File: src/rtl/phase_sweep_gen_pkg.sv
// rtl/phase_sweep_gen_pkg.sv - shared state encodings and constants for the phase sweep generator
//
// Purpose: FSM state type and the default pi constant in angle LSBs (pi * 2^14)
//          used by the top level and the rescale pipeline.
// Ports:   none (package).

package phase_sweep_gen_pkg;

   typedef enum logic [1:0] {
      ST_IDLE   = 2'd0,
      ST_RUN    = 2'd1,
      ST_FINISH = 2'd2
   } state_e;

   localparam int unsigned PI_Q_DEF = 51472;

endpackage

File: src/rtl/phase_sweep_gen_angle_rescale.sv
// rtl/phase_sweep_gen_angle_rescale.sv - 2-stage rescale of an unsigned phase slice to a signed CORDIC angle
//
// Purpose: maps p in [0, 2^BITS) onto [-PI_Q, +PI_Q) as
//          angle = (p * PI_Q) >> (BITS-1) - PI_Q, with a valid bit carried alongside.
// Ports:   clk, rst      clock, asynchronous active-high reset
//          p_i           unsigned phase slice
//          vld_i         p_i is a live sample
//          angle_o       signed angle, two cycles after p_i
//          vld_o         vld_i delayed two cycles

module angle_rescale
   import phase_sweep_gen_pkg::*;
#(
   parameter int          BITS = 16,
   parameter int unsigned PI_Q = PI_Q_DEF
) (
   input  logic                   clk,
   input  logic                   rst,
   input  logic [BITS-1:0]        p_i,
   input  logic                   vld_i,
   output logic signed [BITS:0]   angle_o,
   output logic                   vld_o
);

   localparam int MW = BITS + 16;
   localparam int EW = MW + 2;

   logic [MW-1:0]        m_q;
   logic [MW-1:0]        m_d;
   logic                 vld1_q;
   logic [EW-1:0]        m_ext;
   logic signed [BITS:0] angle_d;

   assign m_d   = MW'(p_i) * MW'(PI_Q);
   assign m_ext = EW'(m_q >> (BITS - 1));
   // Subtraction done wide, then truncated to the BITS+1 signed angle word.
   assign angle_d = (BITS+1)'(m_ext - EW'(PI_Q));

   always_ff @(posedge clk or posedge rst) begin
      if (rst) begin
         m_q     <= '0;
         vld1_q  <= 1'b0;
         angle_o <= '0;
         vld_o   <= 1'b0;
      end else begin
         m_q     <= m_d;
         vld1_q  <= vld_i;
         angle_o <= angle_d;
         vld_o   <= vld1_q;
      end
   end

endmodule

File: src/rtl/phase_sweep_gen.sv
// rtl/phase_sweep_gen.sv - phase accumulator with linear frequency sweep feeding the CORDIC angle input
//
// Purpose: FSM (IDLE/RUN/FINISH) steps a frequency word every dwell+1 cycles,
//          accumulates phase, and rescales the top BITS of the accumulator to a
//          signed Q3.14 angle through a 2-stage pipeline.
// Ports:   clk, rst                 clock, asynchronous active-high reset
//          start, stop              run request pulse / abort (stop wins)
//          loop_en                  restart sweep at f_start after f_stop
//          f_start, f_step, f_stop  sweep frequency words
//          dwell                    extra cycles held per frequency
//          angle, angle_valid       signed angle and its valid flag
//          busy, done               FSM not idle / end-of-sweep pulse

module phase_sweep_gen
   import phase_sweep_gen_pkg::*;
#(
   parameter int          BITS  = 16,
   parameter int          ACC_W = 24,
   parameter int          DW_W  = 8,
   parameter int unsigned PI_Q  = PI_Q_DEF
) (
   input  logic                 clk,
   input  logic                 rst,
   input  logic                 start,
   input  logic                 stop,
   input  logic                 loop_en,
   input  logic [BITS-1:0]      f_start,
   input  logic [BITS-1:0]      f_step,
   input  logic [BITS-1:0]      f_stop,
   input  logic [DW_W-1:0]      dwell,
   output logic signed [BITS:0] angle,
   output logic                 angle_valid,
   output logic                 busy,
   output logic                 done
);

   state_e            state_q;
   logic [ACC_W-1:0]  acc_q;
   logic [BITS-1:0]   freq_q;
   logic [DW_W-1:0]   dwell_cnt_q;
   logic              busy_q;
   logic              done_q;

   // Latched configuration; live inputs are ignored while a run is in progress.
   logic [BITS-1:0]   f_start_q;
   logic [BITS-1:0]   f_step_q;
   logic [BITS-1:0]   f_stop_q;
   logic [DW_W-1:0]   dwell_q;
   logic              loop_q;

   logic [BITS:0]     freq_sum;
   logic [BITS-1:0]   freq_d;

   // One extra bit so the saturation compare sees the carry.
   always_comb begin
      freq_sum = {1'b0, freq_q} + {1'b0, f_step_q};
      freq_d   = freq_sum[BITS-1:0];
      if (freq_sum > {1'b0, f_stop_q}) begin
         freq_d = f_stop_q;
      end
   end

   always_ff @(posedge clk or posedge rst) begin
      if (rst) begin
         state_q     <= ST_IDLE;
         acc_q       <= '0;
         freq_q      <= '0;
         dwell_cnt_q <= '0;
         busy_q      <= 1'b0;
         done_q      <= 1'b0;
         f_start_q   <= '0;
         f_step_q    <= '0;
         f_stop_q    <= '0;
         dwell_q     <= '0;
         loop_q      <= 1'b0;
      end else if (stop) begin
         // Abort keeps the accumulator; the next start clears it.
         state_q <= ST_IDLE;
         busy_q  <= 1'b0;
         done_q  <= 1'b0;
      end else begin
         case (state_q)
            ST_IDLE: begin
               if (start) begin
                  f_start_q   <= f_start;
                  f_step_q    <= f_step;
                  f_stop_q    <= f_stop;
                  dwell_q     <= dwell;
                  loop_q      <= loop_en;
                  freq_q      <= f_start;
                  acc_q       <= '0;
                  dwell_cnt_q <= '0;
                  state_q     <= ST_RUN;
                  busy_q      <= 1'b1;
               end
            end
            ST_RUN: begin
               acc_q <= acc_q + ACC_W'(freq_q);
               if (dwell_cnt_q == dwell_q) begin
                  dwell_cnt_q <= '0;
                  if ((freq_q == f_stop_q) && (f_step_q != '0)) begin
                     if (loop_q) begin
                        // Reload frequency only; phase stays continuous.
                        freq_q <= f_start_q;
                     end else begin
                        state_q <= ST_FINISH;
                        done_q  <= 1'b1;
                     end
                  end else begin
                     freq_q <= freq_d;
                  end
               end else begin
                  dwell_cnt_q <= dwell_cnt_q + 1'b1;
               end
            end
            ST_FINISH: begin
               state_q <= ST_IDLE;
               busy_q  <= 1'b0;
               done_q  <= 1'b0;
            end
            default: begin
               state_q <= ST_IDLE;
               busy_q  <= 1'b0;
               done_q  <= 1'b0;
            end
         endcase
      end
   end

   assign busy = busy_q;
   assign done = done_q;

   angle_rescale #(
      .BITS (BITS),
      .PI_Q (PI_Q)
   ) u_rescale (
      .clk     (clk),
      .rst     (rst),
      .p_i     (acc_q[ACC_W-1 -: BITS]),
      .vld_i   (state_q == ST_RUN),
      .angle_o (angle),
      .vld_o   (angle_valid)
   );

endmodule

File: config.mk
export PLATFORM = sky130hd
export DESIGN_NAME = phase_sweep_gen
export DESIGN_NICKNAME = d
export VERILOG_FILES = /design/src/rtl/phase_sweep_gen_pkg.sv /design/src/rtl/phase_sweep_gen_angle_rescale.sv /design/src/rtl/phase_sweep_gen.sv
export SDC_FILE = /design/constraint.sdc
export NUM_CORES = 1
export LEC_CHECK = 0
export BUFFER_PORTS_ARGS = -buffer_cell sky130_fd_sc_hd__buf_2
export CORE_MARGIN = 1.5
export CORE_UTILIZATION = 55
export CTS_CLUSTER_SIZE = 20
export DETAILED_ROUTE_END_ITERATION = 8
export PLACE_DENSITY = 0.77
export SLEW_MARGIN = 20
export SYNTH_ARGS = -nofsm -noshare
export SYNTH_HDL_FRONTEND = slang
export SYNTH_HIERARCHICAL = 1
export SYNTH_SLANG_ARGS = --single-unit
File: constraint.sdc
create_clock -name clk -period 11.41 [get_ports clk]
set_clock_uncertainty 0.1 [all_clocks]
set_input_delay 0 -clock clk [delete_from_list [all_inputs] [get_ports clk]]
set_output_delay 0 -clock clk [all_outputs]
set_load 0.01 [all_outputs]
==> impl_results.md, run 1 <==
- Syn Area/Cell: between 9 and 10 sq um
- Cell variety after synth: between 80 and 90
- Slew Limit Fails: 0
- Critical path capture point type: flop
- Final GP Congestion: 0.970
- Starting Density: between 50% and 60%
- Initial antenna violation count: 0
- DIE AREA: approximately 20,000 sq um
- 1st-iter DRT viols: around 550
- Post-synthesis mux area share: less than 1%
- Detail Route Antenna Nets: 0
- GRT Overall Usage: between 20% and 30%
- Number of synthesized register bits: 145
- H-tree depth: 4
- Simple-Gate Fraction of Synth Area: roughly 15%
- Post-synthesis sequential area ratio: around 35%
- Type of the worst min-delay path: input pin to asynchronous set/reset pin
- Largest net degree at the start of global routing: 90
- Drt drc: 0
- Top Ports: a little over 80
- Combined area of the multi-input logic cells: approximately 6400 sq um
- Worst EP arrival: 4.91 ns
- Core area: approximately 19,000 sq um
- Layout cells sized above 1: a little under an eighth
- Met2 Use GR: 41.1%
- Unrepaired setup endpoints after global routing: no
- Power Density: roughly 310 nW/um^2
- Yosys top cell area share: about 35%
- Fin worst setup slack: 6.71 ns
- Number of global-route vias before repair: between 8k and 9k
- ANT cells: 0
- Grt peak-use layer: met2
- EDFF count, synth: 0
- Syn Inst Count: 1,116
- Max stage delay on crit path: 0.56 ns
- Peak VDD IR: roughly 0.17 mV
- WL per Instance: approximately 16 microns
- TritonRoute pass-1 iters: 6
- Area leader, netlist: dfrtp_1
- Post-Syn Area: approximately 11,000 sq um
- # port buffers: 80
- CTS tree: yes
- Warnings, synthesis: 6
- # nets final: roughly 1.5k
- Worst path required time: approximately 12 ns
- Max-slew headroom: 41.7%
- Largest family of logic cells by synthesized area: adder cells
- Grt ovf: 0
- Met1 usage: a little over a third
- Die Width: approximately 140 microns
- Ys flop type: dfrtp_1
- Clk sinks: 145
- Row count: 50
- Post-synthesis adder-cell area fraction: around 22%
- Longest Clk Path Bufs: 2
- CP cell instances: ha_1 -> fa_1 -> a21oi_1 -> o221ai_1 -> o21a_1 -> a31oi_1 -> a211oi_1 -> xor2_1 -> ha_1 -> nand2_1 -> nor4_1 -> o31a_1 -> a2111oi_2 -> o2bb2ai_4 -> mux2i_1 -> a21oi_1 -> a221o_1
- Die Y: roughly 140 microns
- Fin crit period: between 4 and 5 ns
- Area grow syn2layout: 17.3%
- Fin. Hold Viols: 0
- Pleak: roughly 6.3 nW
- Via count: about 8.7k
- Fmax: 213 MHz
- Compound-Gate Fraction of Synth Area: between 15 and 20%
- Synth area leaders: dfrtp_1 35%, ha_1 16%, nand2_1 7.5%, fa_1 5.7%, inv_1 3.4%
- Startpoint type of the worst setup path: flop
- Clock slew at reported path FFs: 0.07 ns
- Actual slew at the worst max-slew pin: just under 0.9 ns
- Pre-CTS setup slack: approximately 6.4 ns
- Slowest cell on the critical path: o2bb2ai_4
- Final Setup Violations: 0
- Clock latency on the worst-skew pair: approximately 0.43 ns
- DPL Wire Length: between 15,000 and 20,000 microns
- Crit-path max FO: 20
- Count of maximum capacitance violations: 0
- Total Wirelength: 24,400 microns
- Post-synth top cells: 211 x nand2_1, 145 x dfrtp_1, 136 x ha_1
- Fillcell total: 1,414
- Clock Tree Root: clkbuf_16
- First-pass GRT wire length: 40,700 microns
- Ys async rst share: 100%
- FF/Latch Area: roughly 3600 sq um
- Vias per cell: 5.77
- Run status: completed
- Crit share post-route: 41.2%
- Setup TNS: 0 ns
- Post-Synth XOR/XNOR Area: ~6.3%
- Critical path class: flop to flop
- Most frequent cell after synthesis: nand2_1
- R2R setup slack: 6.71 ns
- CTS Buf Count: 17
- Routing usage on met3: approximately 4%
- Mapped Nets: 1,343
==> through the flow <==
stage	hold WS, ns	instances	power [mW]	area, sq um	util (%)
after floorplan	-0.0292	1116	2.69	10500	-
after global placement	0.0390	1410	3.15	11100	59.5
after detailed placement	0.0479	1410	3.20	11100	59.5
after CTS	0.151	1502	3.82	12300	65.9
after global routing	0.202	1502	4.18	12300	65.9
final	0.141	1502	3.85	12300	65.9
==> cell type report <==
cell class,count,share of cell area [%]
clock inverters,13,1.21
flip-flops and latches,145,29.4
multi-input cells,848,52.0
well taps,234,2.37
repair buffers,146,8.48
inverters,97,2.97
clock buffers,19,3.59
==> cells in the final DEF (no fill, tap or decap), types with 10 or more instances in the layout <==
master	n
nor2_1	33
clkbuf_16	17
o21ai_0	57
buf_2	80
mux2i_1	10
and3_1	13
a21o_1	13
nand3_1	15
nand2_1	211
dlygate4sd3_1	60
or3_1	12
a21oi_1	63
xor2_1	36
nor4_1	10
inv_1	95
ha_1	136
fa_1	30
xnor2_1	40
dfrtp_1	145
a22o_1	18
==> cell families (layout without fill, tap and decap cells) <==
family                     count (synthesis)  after routing
AOI/OAI and AO/OA                        253            253
xor gates and xnor gates                  76             76
adders and majority gates                166            166
buffers and inverters                    123            275
DFF                                      145            145
muxes                                     10             10
and+or+nand+nor                          343            343
==> final timing paths <==
check / from / to / cells after the start
setup / recovery: freq_q[0]$_DFFE_PP0P_ / freq_q[0]$_DFFE_PP0P_ / 17
hold / removal: rst / u_rescale/vld_o$_DFF_PP0_ / 4
setup reg to reg: freq_q[0]$_DFFE_PP0P_ / freq_q[0]$_DFFE_PP0P_ / 17
hold reg to reg: u_rescale/vld1_q$_DFF_PP0_ / u_rescale/vld_o$_DFF_PP0_ / 0
max in group asynchronous: rst / freq_q[5]$_DFFE_PP0P_ / 4
min in group clk: f_step[6] / f_step_q[6]$_DFFE_PP0P_ / 4
==> worst max-delay path: cells and delay by family, from the launching register on <==
kind / cells / cell delay [ns]
AO/OA/AOI/OAI: 10 / 2.17
flip-flops: 1 / 0.44
XOR/XNOR: 1 / 0.17
AND/OR/NAND/NOR: 2 / 0.43
multiplexers: 1 / 0.27
adder cells (fa/ha/maj): 3 / 0.98
==> state kept, by name, summed over array words and instances, names as in the netlist <==
register	cells
acc_q	24
busy	1
done	1
dwell_cnt_q	8
dwell_q	8
f_start_q	16
f_step_q	16
f_stop_q	16
freq_q	16
loop_q	1
state_q	2
u_rescale/angle_o	17
u_rescale/m_q	17
u_rescale/vld1_q	1
u_rescale/vld_o	1
==> where the power goes <==
part	switching, mW	internal (mW)
logic	1.35	1.00
registers	0.211	0.718
clock network	0.234	0.332
==> metal layers <==
metal  vias to the layer above  part of all wire (%)
li1                       4185                     -
met1                      4159                    46
met2                       271                    46
met3                        48                   5.4
met4                         0                   2.0
met5                         -                     0
==> timing repair <==
item | 4_1_cts | 5_1_grt
hold endpoints to repair | 175 | 0
resized for setup | 0 | 0
buffers inserted | 0 | 0
hold buffers | 60 | 0
Power figures use the tool's default switching activity.
==> inputs of run 2 (changes only) <==
==> constraint.sdc (replaced) <==
create_clock -name clk -period 4.5 [get_ports clk]
set_clock_uncertainty 0.1 [all_clocks]
set_input_delay 0 -clock clk [delete_from_list [all_inputs] [get_ports clk]]
set_output_delay 0 -clock clk [all_outputs]
set_load 0.01 [all_outputs]
==> impl_results.md, run 2 (synthesized netlist as in run 1, its figures left out) <==
- Gate power share: roughly 63%
- Crit share post-route: approximately 97%
- WL per Instance: around 17 microns
- Clock Tree Root: clkbuf_16
- Power Density: just over 800 nW/um^2
- Detail Route Antenna Nets: 0
- Final Cell Area: between 10,000 and 15,000 sq um
- Largest net degree at the start of global routing: 73
- Fin crit period: ~4.4 ns
- 1st-iter DRT viols: 670
- Sw Pwr: between 4 and 5 mW
- Grt ovf: 0
- Die Y: around 140 microns
- Pre-CTS setup slack: between 0.05 and 0.06 ns
- Starting Density: between 50% and 60%
- First-pass GRT wire length: 42,000 microns
- Commonest non-fill, non-tap cell in the layout: nand2_1
- Fin. Hold Viols: 0
- Initial antenna violation count: 0
- Clk sinks: between 100 and 150
- Final GP Congestion: slightly above 0.9
- Run status: completed
- Most flops, register: acc_q
- Hold wc startpoint: f_step[14]
- Critical path capture point type: flop
- Startpoint type of the worst setup path: flop
- Die Width: between 100 and 150 microns
- Layout cells sized above 1: between 10% and 20%
- Crit path max-delay family: compound AO/OA/AOI/OAI gates
- Pleak: 6.43 nW
- Core area: roughly 19,000 sq um
- GRT Overall Usage: approximately a quarter
- P_int: 5.43 mW
- Crit-path max FO: 12
- Flop pwr share: around 23%
- Unrepaired setup endpoints after global routing: no
- Max stage delay on crit path: ~0.42 ns
- Fin worst setup slack: about 0.12 ns
- CTS Buf Count: 17
- Worst EP arrival: 4.59 ns
- ANT cells: 0
- Commonest non-fill, non-tap cells in the layout: 211 x nand2_1, 143 x dfrtp_1, 134 x ha_1, 95 x inv_1, 80 x buf_2
- Worst path required time: between 4 and 5 ns
- Biggest regs: acc_q x24, u_rescale/angle_o x17, u_rescale/m_q x17
- DPL Wire Length: between 15,000 and 20,000 microns
- Top Ports: just over 80
- Post-Place Cells: ~1.4k
- Area grow syn2layout: 19.2%
- Actual slew at the worst max-slew pin: between 0.8 and 0.9 ns
- Fin cells: roughly 1.5k
- CP cell instances: ha_1 -> fa_2 -> a21oi_2 -> o221ai_2 -> o21a_2 -> a31oi_1 -> a211oi_1 -> xor2_1 -> ha_1 -> nand2_1 -> nor4_4 -> o31a_1 -> a2111oi_2 -> o2bb2ai_2 -> buf_12 -> mux2i_1 -> a21oi_1 -> a221o_1
- Crit-path most repeated cell: ha_1
- Critical Path Source: f_step_q[0]$_DFFE_PP0P_
- H-tree depth: 4
- Clock network power share: between 10% and 20%
- CTS tree: yes
- Number of flip-flops in the largest register: 24
- Drt drc: 0
- Longest Clk Path Bufs: 2
- Slew Limit Fails: 0
- Final core occ: between 60 and 70%
- Setup TNS: 0 ns
- Fmax: roughly 230 MHz
- DIE AREA: 20,000 sq um
- Peak VDD IR: around 0.5 mV
- Vias per cell: between 5 and 6
- Via count: 8,829
- DP Area: between 10,000 and 15,000 sq um
- Clock slew at reported path FFs: around 0.060 ns
- CP Buf/Inv Count: 1
- Final Setup Violations: 0
- # nets final: ~1.5k
- Reg-to-reg critical path startpoint: f_step_q[0]$_DFFE_PP0P_
- Total Wirelength: 25,200 microns
- Critical path class: flop to flop
- Type of the worst min-delay path: input pin to flop
- Switching share of power: between 40% and 50%
- Count of maximum capacitance violations: 0
- TritonRoute pass-1 iters: 5
- Row count: 50
- # port buffers: 80
- Slowest cell on the critical path: dfrtp_1
- Number of global-route vias before repair: between 8k and 9k
- Max-slew headroom: 40.7%
- Clock latency on the worst-skew pair: 0.43 ns
run 2: per-layer routing:
layer / wire length [microns] / GRT usage (%)
met5: 0 / 0
met4: 618 / 8.66
met3: 1400 / 4.12
met2: 11800 / 42.5
met1: 11400 / 36.4
run 2: area by class of cell:
| type | instances | area (sq um) |
|---|---|---|
| Tap cell | 234 | 293 |
| Timing Repair Buffer | 166 | 1210 |
| Clock inverter | 13 | 153 |
| Inverter | 97 | 367 |
| Fill cell | 1380 | 6170 |
| Sequential cell | 145 | 3630 |
| Clock buffer | 18 | 429 |
| Multi-Input combinational cell | 848 | 6450 |
run 2: worst register-to-register path: stages, from the launching register on:
cell and delay [ns]:
dfrtp_1 0.42, ha_1 0.25, fa_2 0.39, a21oi_2 0.21, o221ai_2 0.16, o21a_2 0.20, a31oi_1 0.17, a211oi_1 0.12
xor2_1 0.18, ha_1 0.33, nand2_1 0.12, nor4_4 0.29, o31a_1 0.20, a2111oi_2 0.06, o2bb2ai_2 0.25, buf_12 0.19
mux2i_1 0.19, a21oi_1 0.11, a221o_1 0.33
run 2: path summary, 6_finish.rpt:
| kind | depth (start not counted) | to | slack, ns |
|---|---|---|---|
| min in group asynchronous | 3 | f_start_q[11]$_DFFE_PP0P_ | 0.23 |
| max in group asynchronous | 4 | acc_q[16]$_DFFE_PP0P_ | 3.02 |
| max | 18 | freq_q[1]$_DFFE_PP0P_ | 0.12 |
| max reg2reg | 18 | freq_q[1]$_DFFE_PP0P_ | 0.12 |
| min reg2reg | 0 | u_rescale/vld_o$_DFF_PP0_ | 0.25 |
| min | 4 | f_step_q[14]$_DFFE_PP0P_ | 0.19 |
run 2: per-stage QoR:
step	total power [mW]	hold slack (ns)
after floorplan	6.81	-0.0292
after global placement	8.19	-0.203
after detailed placement	8.34	-0.204
after CTS	9.92	0.185
after global routing	11.0	0.208
final	10.2	0.194
run 2: power by group through the flow:
stage,clock (mW),combinational [mW],sequential (mW)
floorplan,0,4.59,2.22
global placement,0,5.90,2.29
detailed placement,0,6.04,2.31
CTS,1.44,6.19,2.29
global route,1.50,7.15,2.36
finish,1.42,6.43,2.30
run 2: what timing repair did:
| action | 4_1_cts | 5_1_grt |
|---|---|---|
| endpoints found under the hold margin | 188 | 0 |
| resized for setup | 1 | 12 |
| buffers inserted | 0 | 3 |
| hold buffers | 61 | 0 |
| setup endpoints to repair | 1 | 23 |
| pin swaps | 0 | 4 |
